--- config.mk ---
export PLATFORM = sky130hd
export DESIGN_NAME = flash_playback_sequencer
export DESIGN_NICKNAME = d
export VERILOG_FILES = /design/src/rtl/flash_playback_sequencer.sv
export SDC_FILE = /design/constraint.sdc
export NUM_CORES = 1
export LEC_CHECK = 0
export CORE_UTILIZATION = 53
export CTS_CLUSTER_DIAMETER = 200
export DETAILED_ROUTE_END_ITERATION = 7
export PLACE_DENSITY = 0.79
export REMOVE_ABC_BUFFERS = 1
export SLEW_MARGIN = 20
export SYNTH_ARGS = -nofsm -noshare
export SYNTH_HDL_FRONTEND = slang
export SYNTH_SLANG_ARGS = --single-unit
--- constraint.sdc ---
create_clock -name clk -period 2.7 [get_ports clk]
set_input_delay 0.54 -clock clk [delete_from_list [all_inputs] [get_ports clk]]
set_output_delay 0.54 -clock clk [all_outputs]
set_load 0.005 [all_outputs]
--- src/rtl/flash_playback_sequencer.sv ---
// Streams 16-bit audio samples out of a 32-bit Avalon-MM flash image.
// Each flash word holds two samples. The word is fetched on one sample tick
// and split across that tick and the next. The address then steps forward or
// backward and wraps at the ends of the image.
// Optional build macro FLASH_TIMEOUT_EN adds a readdatavalid watchdog that
// sets the sticky flag flash_timeout.
module flash_playback_sequencer #(
  parameter logic [22:0] END_ADDR    = 23'h7FFFF,
  parameter int unsigned TIMEOUT_CYC = 255
) (
  input  logic        clk,
  input  logic        reset,
  input  logic        sample_tick,
  input  logic        play_en,
  input  logic        dir,
  input  logic        restart,
  output logic        flash_mem_read,
  input  logic        flash_mem_waitrequest,
  output logic [22:0] flash_mem_address,
  output logic [3:0]  flash_mem_byteenable,
  input  logic [31:0] flash_mem_readdata,
  input  logic        flash_mem_readdatavalid,
  output logic [15:0] audio_sample,
  output logic        sample_valid,
  output logic        read_finished,
  output logic        flash_timeout
);

  localparam int unsigned AW = 23;
  localparam int unsigned DW = 32;
  localparam int unsigned SW = 16;

  typedef enum logic [2:0] {
    S_IDLE,
    S_WAIT_TICK1,
    S_REQ,
    S_WAIT_DATA,
    S_WAIT_TICK2,
    S_ADVANCE
  } state_t;

  state_t          r_state, w_state_nxt;
  logic [AW-1:0]   r_addr, w_addr_nxt;
  logic            r_read, w_read_nxt;
  logic [SW-1:0]   r_sample, w_sample_nxt;
  logic            r_svalid, w_svalid_nxt;
  logic            r_rfin, w_rfin_nxt;
  logic [DW-1:0]   r_word, w_word_nxt;
  logic            r_word_dir, w_word_dir_nxt;
  logic            r_pend, w_pend_nxt;
  logic            w_tick;
  logic            w_jump;

`ifdef FLASH_TIMEOUT_EN
  localparam int unsigned CNT_W = (TIMEOUT_CYC < 2) ? 1 : $clog2(TIMEOUT_CYC);
  logic [CNT_W-1:0] r_cnt, w_cnt_nxt;
  logic             r_tmo, w_tmo_nxt;
`endif

  assign w_tick = sample_tick & play_en;
  // A restart arriving in the ADVANCE cycle itself still wins over the step.
  assign w_jump = r_pend | restart;

  // Next-state and next-register values
  always_comb begin
    w_state_nxt    = r_state;
    w_addr_nxt     = r_addr;
    w_sample_nxt   = r_sample;
    w_svalid_nxt   = 1'b0;
    w_rfin_nxt     = 1'b0;
    w_word_nxt     = r_word;
    w_word_dir_nxt = r_word_dir;
    w_pend_nxt     = r_pend | restart;
`ifdef FLASH_TIMEOUT_EN
    w_cnt_nxt      = '0;
    w_tmo_nxt      = r_tmo;
`endif

    case (r_state)
      S_IDLE: w_state_nxt = S_WAIT_TICK1;

      S_WAIT_TICK1: begin
        if (w_tick) w_state_nxt = S_REQ;
      end

      S_REQ: begin
        if (r_read && !flash_mem_waitrequest) w_state_nxt = S_WAIT_DATA;
      end

      S_WAIT_DATA: begin
        if (flash_mem_readdatavalid) begin
          w_word_nxt     = flash_mem_readdata;
          w_word_dir_nxt = dir;
          w_sample_nxt   = dir ? flash_mem_readdata[15:0] : flash_mem_readdata[31:16];
          w_svalid_nxt   = 1'b1;
          w_rfin_nxt     = 1'b1;
          w_state_nxt    = S_WAIT_TICK2;
        end
`ifdef FLASH_TIMEOUT_EN
        else if (r_cnt == CNT_W'(TIMEOUT_CYC - 1)) begin
          w_tmo_nxt    = 1'b1;
          w_sample_nxt = '0;
          w_svalid_nxt = 1'b1;
          w_state_nxt  = S_ADVANCE;
        end else begin
          w_cnt_nxt = r_cnt + CNT_W'(1);
        end
`endif
      end

      // Second half uses the direction captured with the word.
      S_WAIT_TICK2: begin
        if (w_tick) begin
          w_sample_nxt = r_word_dir ? r_word[31:16] : r_word[15:0];
          w_svalid_nxt = 1'b1;
          w_state_nxt  = S_ADVANCE;
        end
      end

      S_ADVANCE: begin
        w_pend_nxt  = 1'b0;
        w_state_nxt = S_WAIT_TICK1;
        if (w_jump) begin
          w_addr_nxt = dir ? '0 : END_ADDR;
        end else if (dir) begin
          w_addr_nxt = (r_addr == END_ADDR) ? '0 : r_addr + AW'(1);
        end else begin
          w_addr_nxt = (r_addr == '0) ? END_ADDR : r_addr - AW'(1);
        end
      end

      default: w_state_nxt = S_IDLE;
    endcase

    // The read strobe is high for exactly the cycles spent in REQ.
    w_read_nxt = (w_state_nxt == S_REQ);
  end

  // State and datapath registers
  always_ff @(posedge clk or posedge reset) begin
    if (reset) begin
      r_state    <= S_IDLE;
      r_addr     <= '0;
      r_read     <= 1'b0;
      r_sample   <= '0;
      r_svalid   <= 1'b0;
      r_rfin     <= 1'b0;
      r_word     <= '0;
      r_word_dir <= 1'b0;
      r_pend     <= 1'b0;
    end else begin
      r_state    <= w_state_nxt;
      r_addr     <= w_addr_nxt;
      r_read     <= w_read_nxt;
      r_sample   <= w_sample_nxt;
      r_svalid   <= w_svalid_nxt;
      r_rfin     <= w_rfin_nxt;
      r_word     <= w_word_nxt;
      r_word_dir <= w_word_dir_nxt;
      r_pend     <= w_pend_nxt;
    end
  end

`ifdef FLASH_TIMEOUT_EN
  // Watchdog counter and sticky timeout flag
  always_ff @(posedge clk or posedge reset) begin
    if (reset) begin
      r_cnt <= '0;
      r_tmo <= 1'b0;
    end else begin
      r_cnt <= w_cnt_nxt;
      r_tmo <= w_tmo_nxt;
    end
  end

  assign flash_timeout = r_tmo;
`else
  // TIMEOUT_CYC stays on the interface so both builds share one parameter list.
  if (TIMEOUT_CYC == 0) begin : g_tmo_param_unused
  end

  assign flash_timeout = 1'b0;
`endif

  assign flash_mem_read       = r_read;
  assign flash_mem_address    = r_addr;
  assign flash_mem_byteenable = 4'hF;
  assign audio_sample         = r_sample;
  assign sample_valid         = r_svalid;
  assign read_finished        = r_rfin;

endmodule

# Word level (Yosys, flattened, before mapping)
# Index checks and enable logic that the tools add are counted.
# op_classes
bitwise	2
n_reduce_logical	8
addsub	2
muxes	20
n_eq_ne	9
# op_table
operator	n
$mux W23	4
$mux W16	4
$pmux W16 S2	1
$add A23 B1 Y23 const B	1
$eq A23 B19 Y1 const B	1
$logic_not A23 Y1	1
$sub A23 B1 Y23 const B	1
$mux W19	1
$pmux W3 S5	1
$mux W3	4
$eq A3 B2 Y1 const B	3
$eq A3 B3 Y1 const B	2
$mux W1	4
$ne A2 B2 Y1 const B	2
$eq A3 B1 Y1 const B	1
$logic_not A3 Y1	1
$reduce_and A3 Y1	1
$pmux W1 S2	1
$reduce_and A2 Y1	1
$reduce_bool A2 Y1	1
$reduce_or A2 Y1	1
$and A1 B1 Y1	1
$logic_and A1 B1 Y1	1
$logic_not A1 Y1	1
$or A1 B1 Y1	1
# word_totals
output_inout_bits	47
in_bits	40
reg_bits	79
word_cells	50

# Depth between registers and ports, before layout
# Gate-level depths: netlist (run 1).
# depth
word_depth	5
depth_mapped	8
mapped_depth_nobuf	7

# Worst setup path before layout (run 1)
# No wires, ideal clock.
# synth_path
path_kind	register -> register
start	register r_addr[19] (netlist: flash_mem_address[19])
end	register r_addr[3] (netlist: flash_mem_address[3])
setup_slack_ns	0.519
n_path_buf	1
synth_period_minus_slack_ns	2.181
setup_ns	0.126
arrival_ns	2.055
required_time_ns	2.574
path_stages_with_launch	7
path_cell_list	dfrtp_1 > buf_6 > or4_4 > nor3_4 > a21oi_2 > a221o_1 > a221o_1
# synth_via
elab_chain_len	4
elab_cells_between_ends	6
classes_between	1 x eq/ne; 4 x mux; 1 x reduce/logical
# synth_rtl
item	line	rtl
from (decl)	43	logic [AW-1:0] r_addr, w_addr_nxt;
from (signal assigned)	153	r_addr <= w_addr_nxt;
$eq A23 B19 Y1 / $logic_not A23 Y1 (equally long branches)	126, 128	
$mux W23 (on tied branches)	126, 128	
$mux W23 (*)	125	end else if (dir) begin
$mux W23 (*)	123	if (w_jump) begin
# Mark *: on every way between the ends. The rest lies on a longest branch, timed or not.
# A chain may end at the register's enable or synchronous reset.

# Worst setup path in the final report (run 1)
# layout_path
start	register r_addr[1] (netlist: flash_mem_address[1])
end	register r_addr[4] (netlist: flash_mem_address[4])
# layout_via
elab_chain_len	4
elab_cells_between_ends	8
classes_between	2 x add/sub; 1 x eq/ne; 4 x mux; 1 x reduce/logical
# layout_rtl
item	line	rtl
$sub A23 B1 Y23 (tied with other cells)	128	w_addr_nxt = (r_addr == '0) ? END_ADDR : r_addr - AW'(1);
$mux W23 (on tied branches)	128, 126	
$mux W23 (*)	125	
$mux W23 (*)	123	
# Marked as above.

==> results of run 1 <==
[placed cells by master, fill, tap and decap left out, drive strengths merged, types with 3 or more instances in the layout]
| cell type | n |
|---|---|
| o311ai | 3 |
| xnor2 | 7 |
| a22oi | 4 |
| mux2i | 19 |
| o21ai | 40 |
| dfrtp | 79 |
| nand3b | 3 |
| clkdlybuf4s50 | 81 |
| a21o | 5 |
| nand2 | 132 |
| nand3 | 13 |
| a21oi | 35 |
| mux2 | 17 |
| o22ai | 5 |
| a221o | 6 |
| or3 | 8 |
| nor4 | 8 |
| a211o | 5 |
| inv | 8 |
| and3 | 8 |
| buf | 26 |
| nor3 | 14 |
| or4 | 6 |
| ha | 3 |
| nor2 | 41 |
| or3b | 3 |
| nor3b | 5 |
| o211ai | 3 |
| clkinv | 5 |
| conb | 5 |
| nand4 | 11 |
| a31oi | 5 |
| clkbuf | 10 |
[kinds of logic (layout without fill, tap and decap cells)]
family	Yosys count	count (layout)
AOI/OAI and AO/OA	126	126
DFF	79	79
xor gates and xnor gates	8	8
buffers and inverters	59	131
and+or+nand+nor	265	265
other	2	5
adders and majority gates	3	3
muxes	36	36
[synthesized netlist by cell type (all sizes together), types with 4 or more instances]
| cell | number | area [µm²] |
|---|---|---|
| nand2 | 132 | 495 |
| dfrtp | 79 | 1980 |
| nor2 | 41 | 154 |
| o21ai | 40 | 200 |
| clkbuf | 36 | 135 |
| a21oi | 35 | 179 |
| mux2i | 19 | 190 |
| mux2 | 17 | 191 |
| buf | 14 | 91.3 |
| nor3 | 14 | 81.3 |
| nand3 | 13 | 65.1 |
| nand4 | 11 | 68.8 |
| and3 | 8 | 51.3 |
| nor4 | 8 | 68.8 |
| or3 | 8 | 56.3 |
| inv | 7 | 26.3 |
| xnor2 | 7 | 61.3 |
| a221o | 6 | 60.1 |
| or4 | 6 | 48.8 |
| a211o | 5 | 43.8 |
| a21o | 5 | 37.5 |
| a31oi | 5 | 31.3 |
| nor3b | 5 | 37.5 |
| o22ai | 5 | 37.5 |
| a22oi | 4 | 30.0 |
[metrics by stage]
stage               TNS [ns]  instance area (µm²)
floorplan             -14.47                 4590
global placement           0                 5750
detailed placement         0                 5750
CTS                        0                 5940
global route               0                 5940
finish                     0                 5940
[flip-flops by register name, summed over array words and instances, names as in the netlist]
name and count:
r_word 32, flash_mem_address 23, audio_sample 16, r_state 3, flash_mem_read 1, r_pend 1
r_word_dir 1, read_finished 1, sample_valid 1
[layout make-up]
cell class / count / area share
clock buffer: 10 / 0.0232
clock inverter: 6 / 0.00864
inverter: 8 / 0.00527
multi-input combinational: 443 / 0.436
sequential: 79 / 0.333
tap: 108 / 0.0228
timing repair buffer: 107 / 0.172
[power by group through the flow]
stage / registers (mW) / logic [mW] / clock network, mW
6_report: 2.30 / 2.35 / 0.864
2_1_floorplan: 2.23 / 1.25 / 0
4_1_cts: 2.29 / 2.35 / 0.868
3_5_place_dp: 2.30 / 2.34 / 0
5_1_grt: 2.38 / 2.61 / 0.932
3_3_place_gp: 2.27 / 2.27 / 0
[how the worst max path moves through the flow]
stage / end / slack [ns] / depth (start not counted) / start
2_1_floorplan: audio_sample[0] / -0.86 / 4 / flash_mem_readdatavalid
3_3_place_gp: flash_mem_address[19] / 0.32 / 7 / dir
3_5_place_dp: flash_mem_address[22] / 0.31 / 6 / dir
4_1_cts: flash_mem_address[18] / 0.34 / 6 / flash_mem_address[20]
5_1_grt: flash_mem_address[18] / 0.23 / 7 / flash_mem_address[4]
6_report: flash_mem_address[4] / 0.32 / 7 / flash_mem_address[1]
[layer usage]
layer	vias to the layer above	track usage	part of all wire
met5	-	0	0
li1	2167	-	-
met4	0	0.105	0.024
met3	38	0.0496	0.082
met1	2247	0.380	0.42
met2	257	0.454	0.48
[worst max-delay path, stage by stage, from the launching register on]
cell and delay [ns]:
dfrtp_1 0.45, inv_1 0.14, ha_1 0.16, or3b_2 0.48, or3_4 0.36, o21a_1 0.35, a31o_1 0.28, o21ai_1 0.11
==> impl_metrics.ini, run 1 <==
[yosys]
async_reset_ff_frac = 1.00
yosys-mux-area-fraction = 0.0792
synth_edf_count = 0
syn_area_um2 = 4820
yosysUniqueCellTypes = 67
netlist_instances = 578
synth_top_family_by_area = simple AND/OR/NAND/NOR gates
synth_ff_type = dfrtp_1
synth_compound_area_frac = 0.166
ys_seq_area_frac = 0.410
ys_warn_count = 0
synth-seq-cells = 79
yosys.area_share.simple = 0.265
synth_area_per_cell_um2 = 8.33
synthAdderAreaFrac = 0.00779
synth_xor_xnor_area_share = 0.0145

[sta]
tightestPinTransition_ns = 0.655
fin_ws_ns = 0.317
rsz0062_at_grt = no
whs_ns = 0.435
finalCriticalPeriod_ns = 2.38
fin_crit_sh = 0.883
setup_violations = 0
hold_viol_final = 0
max_freq_mhz = 420
finalClockSkew_ns = 0.00896
relSlewSlack = 0.562
finalMaxSlewViolations = 0

[routing]
viasPerCell = 6.19
drtIter0Drc = 284
firstDrtPassIters = 5
wirelength_mm = 13.0
vias = 4709
drtAntennaViolNets = 0
route.detailed.drc = 0
wl_per_cell_um = 17.0

[setup_path]
rr_endpoint = flash_mem_address[4]
crit_type = reg -> reg
reg2reg_from = flash_mem_address[1]
crit_required_ns = 2.99
critPathLaunchType = flip-flop
regToRegSetupSlack_ns = 0.32
path_max_fanout = 10
worstPathArrival_ns = 2.67
endpoint_kind = flip-flop
r2r_cells = 7

[pwr]
vdd.ir_drop.worst_mv = 0.458
p_leak_nw = 2.56
p_sw_frac = 0.405
p_switching_mw = 2.23
p_int_mw = 3.28
p_seq_frac = 0.417
power.share.clock = 0.157
combPwrFrac = 0.426
cellPowerDensity_nw_per_um2 = 928
total_power_mw = 5.51

[clock_network]
cts_inserted_buffers = 9
cts_resized = 0
cts_setup_buffers = 0
hold_buffers = 0
htreeDepth = 3
clock_latency_ns = 0.35
clkTransAtPathRegs_ns = 0.09
clock_sinks = 79
clockBufferDepth = 2
cts_tree = done
cts-root-buf = clkbuf_8

[global_routing]
grt_usage = 0.281
grt_pass1_wl_mm = 21.8
grt_pass1_vias = 4560
grt_overflow = 0
grt_max_degree = 36
antenna_found_initial = 0

[cells_and_area]
multi_input_area_um2 = 2590
fillers = 700
layout-drive-gt1-share = 0.119
nets = 691
seq_area_um2 = 1980
n_antenna_cell = 0
instances_no_fill = 761
final_core_util = 0.678
area_growth_pct = 23.3

[status]
outcome = finished, final reports clean

[floorplan]
pin_count = 87
core_area_um2 = 8760
die_w_um = 97.3
initial_core_util = 0.550
die_area_um2 = 9470
row_count = 34
die_h_um = 97.3

[placement]
place_inst = 745
hpwl_mm = 8.79
dp_slack_ns = 0.307
gp_congestion = 0.949
port-buffer-count = 81

[job]
drv_cap = 0

[hold_path]
min_path_type = in -> async
(Power assumes the default switching activity.)
==> inputs of run 2 (changes only) <==
CORE_MARGIN = 3   (was not set)
==> impl_metrics.ini, run 2 (synthesized netlist as in run 1, its figures left out) <==
[status]
outcome = finished, final reports clean

[setup_path]
path_max_fanout = 9
crit_required_ns = 2.94
worstSetupPathDepth = 8
cp_cell_sequence = inv_1 > ha_1 > or3b_2 > or3_4 > o21ai_1 > buf_4 > o21ai_0 > o311ai_0
crit_path_start = flash_mem_address[0]
slowest_delay_ns = 0.50
r2r_cells = 8
critPathLaunchType = flip-flop
cp_slowest_cell = or3b_2
regToRegSetupSlack_ns = 0.21
crit_family = simple AND/OR/NAND/NOR gates
endpoint_kind = flip-flop
worstPathArrival_ns = 2.73
reg2reg_from = flash_mem_address[0]
crit_type = reg -> reg
worstPathBufferInverterCount = 2

[floorplan]
initial_core_util = 0.550
die_area_um2 = 10300
pin_count = 87
row_count = 34
die_h_um = 101
core_area_um2 = 8760
die_w_um = 101

[pwr]
vdd.ir_drop.worst_mv = 0.475
cellPowerDensity_nw_per_um2 = 934
p_leak_nw = 2.58

[routing]
drtIter0Drc = 242
vias = 4619
wirelength_mm = 13.4
viasPerCell = 6.05
wl_per_cell_um = 17.5
firstDrtPassIters = 5
drtAntennaViolNets = 0
route.detailed.drc = 0

[cells_and_area]
layout_common_cells = nand2_1 (132), clkdlybuf4s50_1 (81), dfrtp_1 (79)
largest_register = r_word
area_growth_pct = 23.7
final_common_cell = nand2_1
largest_register_ffs = 32
nets = 693
fin_area_um2 = 5960
layout-drive-gt1-share = 0.121
instances_no_fill = 763
n_antenna_cell = 0

[clock_network]
clkTransAtPathRegs_ns = 0.10
cts_setup_buffers = 0
htreeDepth = 3
cts-root-buf = clkbuf_8
cts_inserted_buffers = 9
clockBufferDepth = 2
cts_resized = 0
hold_buffers = 0
clock_sinks = 79
cts_tree = done
clock_latency_ns = 0.36

[placement]
hpwl_mm = 9.36
port-buffer-count = 81
gp_congestion = 0.933
post_dp_cell_area_um2 = 5760
place_inst = 747

[global_routing]
antenna_found_initial = 0
grt_pass1_vias = 4468
grt_pass1_wl_mm = 21.9
grt_overflow = 0
grt_max_degree = 39
grt_usage = 0.265

[sta]
finalCriticalPeriod_ns = 2.49
hold_viol_final = 0
rsz0062_at_grt = no
max_freq_mhz = 401
tightestPinTransition_ns = 0.660
fin_crit_sh = 0.924
finalClockSkew_ns = 0.0152
setup_violations = 0
relSlewSlack = 0.557
finalMaxSlewViolations = 0

[hold_path]
hold_depth = 2
min_path_type = reg -> reg
hp-start = r_word[13]

[job]
drv_cap = 0
## run 2: cell count changes in the layout (fill, tap and decap cells not counted), sizes merged
cell      delta
buf          +2
bufinv       +1
clkinvlp     -1
## run 2: through the flow
step	setup slack [ns]	utilization	total power, mW	hold WS [ns]	setup TNS (ns)
after CTS	0.237	0.680	5.56	0.482	0
final	0.206	0.680	5.57	0.476	0
after floorplan	-0.859	-	3.48	0.445	-14.47
after detailed placement	0.112	0.658	4.66	0.462	0
after global placement	0.186	0.658	4.56	0.457	0
after global routing	0.0510	0.680	5.96	0.499	0
## run 2: per-layer routing
layer,vias up,GRT usage,share of wire
li1,2181,-,-
met2,198,0.443,0.49
met1,2209,0.342,0.42
met5,-,0,0
met3,31,0.0475,0.069
met4,0,0.101,0.021
## run 2: report_power, final
part           switching (mW)  leakage (nW)  internal, mW
Sequential              0.588         0.983          1.69
Combinational            1.15          1.50          1.23
Clock                   0.476         0.101         0.434
Total                    2.21          2.58          3.35
## run 2: final timing paths
| check | endpoint |
|---|---|
| max in group asynchronous | flash_mem_address[16] |
| setup / recovery | flash_mem_address[14] |
| hold reg to reg | r_word[13] |
| setup reg to reg | flash_mem_address[14] |
| hold / removal | r_word[13] |
| min in group asynchronous | flash_mem_address[2] |
## run 2: layout make-up
type | count | area, µm²
clock buffers | 10 | 128
inverters | 8 | 31.3
clock inverters | 6 | 66.3
repair buffers | 109 | 1030
multi-input cells | 443 | 2590
well taps | 108 | 135
fillers | 691 | 2810
flip-flops and latches | 79 | 1980
## run 2: tightest hold or removal path, stage by stage (launching register included)
cell and delay, ns:
dfrtp_1 0.35, nand2_1 0.05, nand2_1 0.05
==> inputs of run 3 (changes only) <==
MAX_ROUTING_LAYER = met4   (was not set)
TNS_END_PERCENT = 100   (was not set)
==> impl_metrics.ini, run 3 (synthesized netlist as in run 1, its figures left out) <==
[routing]
wl_per_cell_um = 17.4
viasPerCell = 6.01
drtAntennaViolNets = 0
firstDrtPassIters = 6
route.detailed.drc = 0
vias = 4595
drtIter0Drc = 290
wirelength_mm = 13.3

[clock_network]
cts-root-buf = clkbuf_8
cts_setup_buffers = 0
cts_tree = done
clock_sinks = 79
clkTransAtPathRegs_ns = 0.09
clockBufferDepth = 2
cts_inserted_buffers = 9
hold_buffers = 0
htreeDepth = 3
cts_resized = 0
clock_latency_ns = 0.36

[sta]
finalCriticalPeriod_ns = 2.40
fin_ws_ns = 0.302
tightestPinTransition_ns = 0.610
rsz0062_at_grt = no
setup_violations = 0
finalMaxSlewViolations = 0
fin_crit_sh = 0.888
whs_ns = 0.479
max_freq_mhz = 417
finalClockSkew_ns = 0.00821
hold_viol_final = 0
relSlewSlack = 0.589

[floorplan]
initial_core_util = 0.550
pin_count = 87
die_area_um2 = 10300
core_area_um2 = 8760
die_w_um = 101
die_h_um = 101
row_count = 34

[cells_and_area]
n_antenna_cell = 0
largest_register_ffs = 32
fillers = 695
layout_common_cells = nand2_1 (132), clkdlybuf4s50_1 (81), dfrtp_1 (79)
seq_area_um2 = 1980
nets = 695
multi_input_area_um2 = 2590
layout-drive-gt1-share = 0.125
area_growth_pct = 23.9
largest_register = r_word
final_common_cell = nand2_1

[setup_path]
crit_required_ns = 2.98
crit_type = reg -> reg
slowest_delay_ns = 0.48
worstPathBufferInverterCount = 1
cp_cell_sequence = inv_1 > ha_1 > or3b_2 > or3_4 > o21a_1 > a31o_1 > o22ai_2
worstPathArrival_ns = 2.68
cp_slowest_cell = dfrtp_1
path_max_fanout = 10
critPathLaunchType = flip-flop
endpoint_kind = flip-flop
crit_family = simple AND/OR/NAND/NOR gates

[job]
drv_cap = 0

[global_routing]
grt_pass1_wl_mm = 21.9
grt_overflow = 0
gr-usage-met1 = 0.339
met2_usage = 0.464
use_met3 = 0.0482
antenna_found_initial = 0
grt_max_degree = 36
grt-busiest-layer = met2
grt_usage = 0.275
grt_pass1_vias = 4491

[hold_path]
min_path_type = reg -> reg

[pwr]
cellPowerDensity_nw_per_um2 = 924
vdd.ir_drop.worst_mv = 0.555
p_leak_nw = 2.58

[placement]
gp_congestion = 0.946
dp_slack_ns = 0.241
hpwl_mm = 9.38
port-buffer-count = 81

[status]
outcome = finished, final reports clean
[run 3: cell types whose count changed in the layout (fill, tap and decap cells not counted), sizes merged]
cell	change
clkinvlp	+1
clkinv	-1
buf	+2
inv	+1
bufinv	-1
[run 3: tightest hold or removal path, stage by stage, from the launching register on]
cell	delay [ns]
dfrtp_1	0.35
nand2_1	0.05
nand2_1	0.06
[run 3: routing by layer]
metal | part of all wire | wire length, µm | up-vias
li1 | - | - | 2184
met1 | 0.41 | 5480 | 2191
met2 | 0.51 | 6750 | 197
met3 | 0.066 | 876 | 23
met4 | 0.015 | 202 | 0
met5 | 0 | 0 | -
[run 3: final cells by class]
cell class,count,area share
multi-input cells,443,0.434
flip-flops and latches,79,0.331
repair buffers,111,0.176
clock buffers,10,0.0231
well taps,108,0.0226
clock inverters,6,0.00860
inverters,8,0.00524
[run 3: power breakdown]
| group | switching (mW) | internal (mW) |
|---|---|---|
| registers | 0.592 | 1.69 |
| clock network | 0.484 | 0.372 |
| logic | 1.14 | 1.23 |
| total | 2.22 | 3.29 |
[run 3: final timing paths]
path	start	end	slack [ns]	cells past startpoint
worst min-delay path	r_word[5]	r_word[5]	0.48	2
worst max register to register	flash_mem_address[0]	flash_mem_address[1]	0.30	7
min in group asynchronous	reset	flash_mem_read	0.54	2
max in group asynchronous	reset	flash_mem_address[5]	1.56	3
worst max-delay path	flash_mem_address[0]	flash_mem_address[1]	0.30	7
worst min register to register	r_word[5]	r_word[5]	0.48	2
[run 3: through the flow]
step                TNS [ns]  utilization  cell area [µm²]  power (mW)  instances
global placement           0        0.659             5780        4.57        749
finish                     0        0.681             5970        5.52        765
detailed placement         0        0.659             5780        4.66        749
global route               0        0.681             5970        5.92        765
floorplan             -14.47            -             4590        3.48        530
CTS                        0        0.681             5970        5.53        765
==> patch 1: new RTL, flow settings as in run 3 <==
The option `FLASH_TIMEOUT_EN` is turned on by a define.
--- a/src/rtl/flash_playback_sequencer.sv
+++ b/src/rtl/flash_playback_sequencer.sv
@@ -4,6 +4,8 @@
 // backward and wraps at the ends of the image.
 // Optional build macro FLASH_TIMEOUT_EN adds a readdatavalid watchdog that
 // sets the sticky flag flash_timeout.
+`define FLASH_TIMEOUT_EN
+
 module flash_playback_sequencer #(
   parameter logic [22:0] END_ADDR    = 23'h7FFFF,
   parameter int unsigned TIMEOUT_CYC = 255
Behaviour: no difference found for any inputs over 10 cycles, from zero or initial values and one cycle with reset high; that may be too few to reach the edited logic, so the function may still have changed.
==> patch 1 against run 3 <==
Via count up 1.9%. Sequential share of layout area up 0.75 points. Sequential cell count up 9. Setup slack worse by 0.016 ns. Routed wire length up 7.9%. Sequential power up 8.8%. Power up 9.7%. Final area up 8.9%. Area after synthesis up 10%. Utilization up 0.63 points. Count of clock-buffer cells in the layout unchanged. Synthesized cell count down 7.8%. Critical path depth up 1. Critical endpoint is now flash_mem_address[20]$_DFFE_PP0N_. Highest routed layer unchanged.
==> patch 1: results (changes against run 3) <==
Outcome:
- The run finished with clean final reports.

Detailed routing:
- The wire length on met3 was 1.08 mm (+23%).
- The number of DRC markers in iteration 0 is 262 (-9.7%).
- The final routed wirelength across all metal layers is 14.4 mm (+7.9%).
- The detailed-route wire length on metal 1 came to 5.89 mm (+7.5%).
- The mean number of vias per cell came to 6.33 (+5.4%).
- The number of detailed-route iterations in the first pass was 5 (-1).
- The total length of routed met2 wires is 7.09 mm (+5.0%).

Power and ir drop:
- The maximum resistive drop on vdd is 600 uV (+8.1%).
- The leakage dissipation is 2.60 nW (+0.57%).
- The power consumed by combinational cells is 2.60 mW (+9.2%).
- The part of the total power dissipated in sequential elements is 40.9% (-0.4 points).
- The switching fraction of total power is 38.1% (-2.2 points).

Yosys:
- The sequential fraction of the synthesis area is 41.5% (+0.48 points).
- In the synthesized netlist, the cells that appear most often are 88 x dfrtp_1, 60 x mux2_2, 42 x o21ai_0.
- The number of distinct library cells after synthesis was 72 (+7.5%).
- The multiplexer fraction of the synthesized cell area is 17.2% (+9.3 points).
- The compound-cell area share of the yosys netlist is 15.4% (-1.2 points).
- Ranked by total cell area, the synthesized netlist is headed by dfrtp_1 42%, mux2_2 13%, o21ai_0 4.0%, nand3_1 3.8%, mux2i_1 3.4%.
- The share of the synthesized netlist area taken by xor and xnor gates was 2.15% (+0.69 points).
- The post-synthesis share of cell area spent on full adders, half adders and majority gates is 1.18% (+0.40 points).

Clocking:
- The maximum level of the CTS H-tree was 3 (unchanged).
- The tree is rooted in a clkbuf_8.

Placement:
- The placed wire-length estimate after detailed placement is 9.83 mm (+4.8%).
- The port buffer count is 82 (+1.2%).
- The placed instance area is 6290 um^2 (+8.9%).
- The weighted congestion at the end of routability-driven global placement is 0.979 (+3.5%).

Cells and area:
- The fraction of layout cells with a size suffix above 1 was 19.6% (+7.2 points).
- The net count reported at finish is 651 (-6.3%).

STA:
- The max-slew headroom at the worst pin is 35.8% (-23 points).
- The final clock skew was 0.00846 ns (+0.000242 ns).
- The worst hold-check slack is 0.465 ns (-0.0134 ns).

GRT:
- The wire length of the first global-routing pass is 23.5 mm (+7.6%).
- The met3 usage was 5.59% (+0.76 points).
- The met2 track demand over resource in global routing came to 43.9% (-2.5 points).
- The met1 demand-to-capacity share in global routing is 32.7% (-1.1 points).
- The number of global-route vias before repair is 4679 (+4.2%).
- The largest net degree at the start of global routing was 70 (+94%).
- The combined global-route utilization of all metal layers came to 26.6% (-0.93 points).

Setup path:
- STA classifies the critical path startpoint as a flip-flop.
- The reg-to-reg critical path endpoint is flash_mem_address[20]$_DFFE_PP0N_.
- The cell depth of the worst flop-to-flop path came to 8 (+1).
- The register-to-register setup slack came to 0.29 ns (-0.02 ns).
- In this run the critical register-to-register path is launched from flash_mem_address[1]$_DFFE_PP0N_.
- The maximum cell stage delay along the critical path is 0.42 ns (-0.06 ns).
- The critical path arrival is 2.66 ns (-0.02 ns).
- The worst-path maximum fanout came to 5 (-5).

Min path:
- The worst hold path belongs to the class in2async.
[patch 1: cell types whose count changed in the layout (fill, tap and decap cells not counted), moves of 5 or more]
cell     change
nand4_1      -8
nand3_1     +27
mux2_2      +43
a21oi_1     -23
nor2_1      -12
mux2_1       +5
inv_1        +5
xor2_1       +5
nand2_1    -111
dfrtp_1      +9
a211o_1      -5
[patch 1: through the flow]
step | worst slack, ns | cells | total power, mW | util [%] | TNS [ns]
2_1_floorplan | -0.119 | 486 | 3.77 | - | -10.43
3_3_place_gp | 0.192 | 724 | 4.93 | 66.5 | 0
3_5_place_dp | 0.152 | 724 | 5.06 | 66.5 | 0
4_1_cts | 0.231 | 740 | 6.05 | 68.7 | 0
5_1_grt | 0.114 | 740 | 6.44 | 68.7 | 0
6_report | 0.285 | 740 | 6.05 | 68.7 | 0
[patch 1: area by class of cell]
type	count	area (um^2)
fill	755	2960
clock inverter	6	75.1
clock buffer	10	128
timing repair buffer	109	1050
sequential	88	2200
tap	129	161
inverter	12	46.3
multi-input combinational	386	2840
==> patch 2: new RTL, config.mk and constraints of run 3 <==
Made on the original files. The 6 states of `state_t` get a Gray code encoding in 3 bits.
--- a/src/rtl/flash_playback_sequencer.sv
+++ b/src/rtl/flash_playback_sequencer.sv
@@ -31,12 +31,12 @@
   localparam int unsigned SW = 16;
 
   typedef enum logic [2:0] {
-    S_IDLE,
-    S_WAIT_TICK1,
-    S_REQ,
-    S_WAIT_DATA,
-    S_WAIT_TICK2,
-    S_ADVANCE
+    S_IDLE       = 3'b000,
+    S_WAIT_TICK1 = 3'b001,
+    S_REQ        = 3'b011,
+    S_WAIT_DATA  = 3'b010,
+    S_WAIT_TICK2 = 3'b110,
+    S_ADVANCE    = 3'b111
   } state_t;
 
   state_t          r_state, w_state_nxt;
Formal check against the unedited RTL: no difference found for any inputs over 10 cycles, from zero or initial values and one cycle with reset high; not proved beyond that.
==> patch 2 against run 3 <==
First-iteration DRC count up 2.8%. Routed wire length down 9.0%. Non-clock buffer count down 14. Global-route usage down 2.0 points. Power up 3.8%. Sequential cell count unchanged. Setup slack worse by 0.10 ns. Utilization up 0.66 points. Clock power down 0.9%. Sequential power up 6%. Final area down 2.5%. Area after synthesis down 1.6%. Largest power group unchanged.
==> patch 2: results (changes against run 3) <==
GRT:
- The wire length of the first global-routing pass is 20.2 mm (-7.5%).
- The met2 track demand over resource in global routing is 41.1% (-5.3 points).
- The met3 usage came to 4.78% (-0.046 points).
- The largest net degree at the start of global routing was 52 (+44%).
- The met1 demand-to-capacity share in global routing is 33.0% (-0.90 points).
- The combined global-route utilization of all metal layers came to 25.6% (-2.0 points).

Power and ir drop:
- The internal power component is 3.49 mW (+6.0%).
- The leakage dissipation is 2.32 nW (-10%).
- The maximum resistive drop on vdd is 489 uV (-12%).

STA:
- The final clock skew came to 0.00930 ns (+0.00108 ns).
- The slew at the pin closest to its max-slew limit came to 0.554 ns (-0.0569 ns).
- The worst hold-check slack is 0.489 ns (+0.0101 ns).
- The clock period minus worst slack is 2.50 ns (+0.104 ns).

Detailed routing:
- The wire length on met3 is 908 um (+3.7%).
- The final routed wirelength across all metal layers came to 12.1 mm (-9.0%).
- The detailed-route wire length on metal 1 is 5.12 mm (-6.6%).
- The number of DRC markers in iteration 0 is 298 (+2.8%).
- The mean number of vias per cell is 6.10 (+1.5%).

Yosys:
- The commonest cells after synthesis are 79 x dfrtp_1, 49 x mux2_2, 44 x nand2_1.
- The proportion of register bits with asynchronous set or reset after synthesis is 100% (unchanged).
- The number of distinct library cells after synthesis is 60 (-10%).
- In the post-synthesis netlist, the biggest area contributors are dfrtp_1 42%, mux2_2 12%, mux2i_1 4.2%, a21oi_1 3.6%, nand2_1 3.5%.
- The count of mapped cells out of synthesis came to 507 (-12%).
- The sequential fraction of the synthesis area was 41.7% (+0.67 points).

Placement:
- The number of instances in the placed design is 665 (-11%).
- The pre-CTS setup slack is 0.289 ns (+0.0483 ns).
- The placed wire-length estimate after detailed placement was 8.39 mm (-11%).
- The placed instance area is 5630 um^2 (-2.6%).

Min path:
- The endpoint of the worst hold-timing path is audio_sample[5]$_DFFE_PP0P_.

Cells and area:
- The net count reported at finish is 614 (-12%).
- The number of standard cells in the final layout excluding fillers is 681 (-11%).
- The fraction of layout cells with a size suffix above 1 is 16.5% (+4.0 points).

Setup path:
- The critical path arrival was 2.76 ns (+0.08 ns).
- The endpoint identified for the worst register-to-register timing path is flash_mem_address[17]$_DFFE_PP0N_.

Outcome:
- The run finished with clean final reports.
[patch 2: power groups by stage]
stage          Sequential, mW  Combinational (mW)  Clock [mW]
3_3_place_gp             2.37                2.38           0
4_1_cts                  2.40                2.47       0.854
2_1_floorplan            2.34                1.34           0
3_5_place_dp             2.42                2.46           0
5_1_grt                  2.50                2.72       0.910
6_report                 2.41                2.46       0.848
[patch 2: cells by family after synthesis]
logic type / count (synthesis) / synth area share [%]
AO/OA/AOI/OAI: 119 / 15.9
XOR/XNOR: 11 / 2.03
adder cells (fa/ha/maj): 3 / 0.792
buffers and inverters: 57 / 5.31
flip-flops: 79 / 41.7
multiplexers: 69 / 15.9
other: 2 / 0.158
AND/OR/NAND/NOR: 167 / 18.2
[patch 2: final cells by class]
cell class / count / area (um^2)
clock buffers: 10 / 128
clock inverters: 6 / 53.8
fillers: 654 / 2640
inverters: 10 / 38.8
multi-input cells: 374 / 2540
flip-flops and latches: 79 / 1980
well taps: 105 / 131
repair buffers: 97 / 951
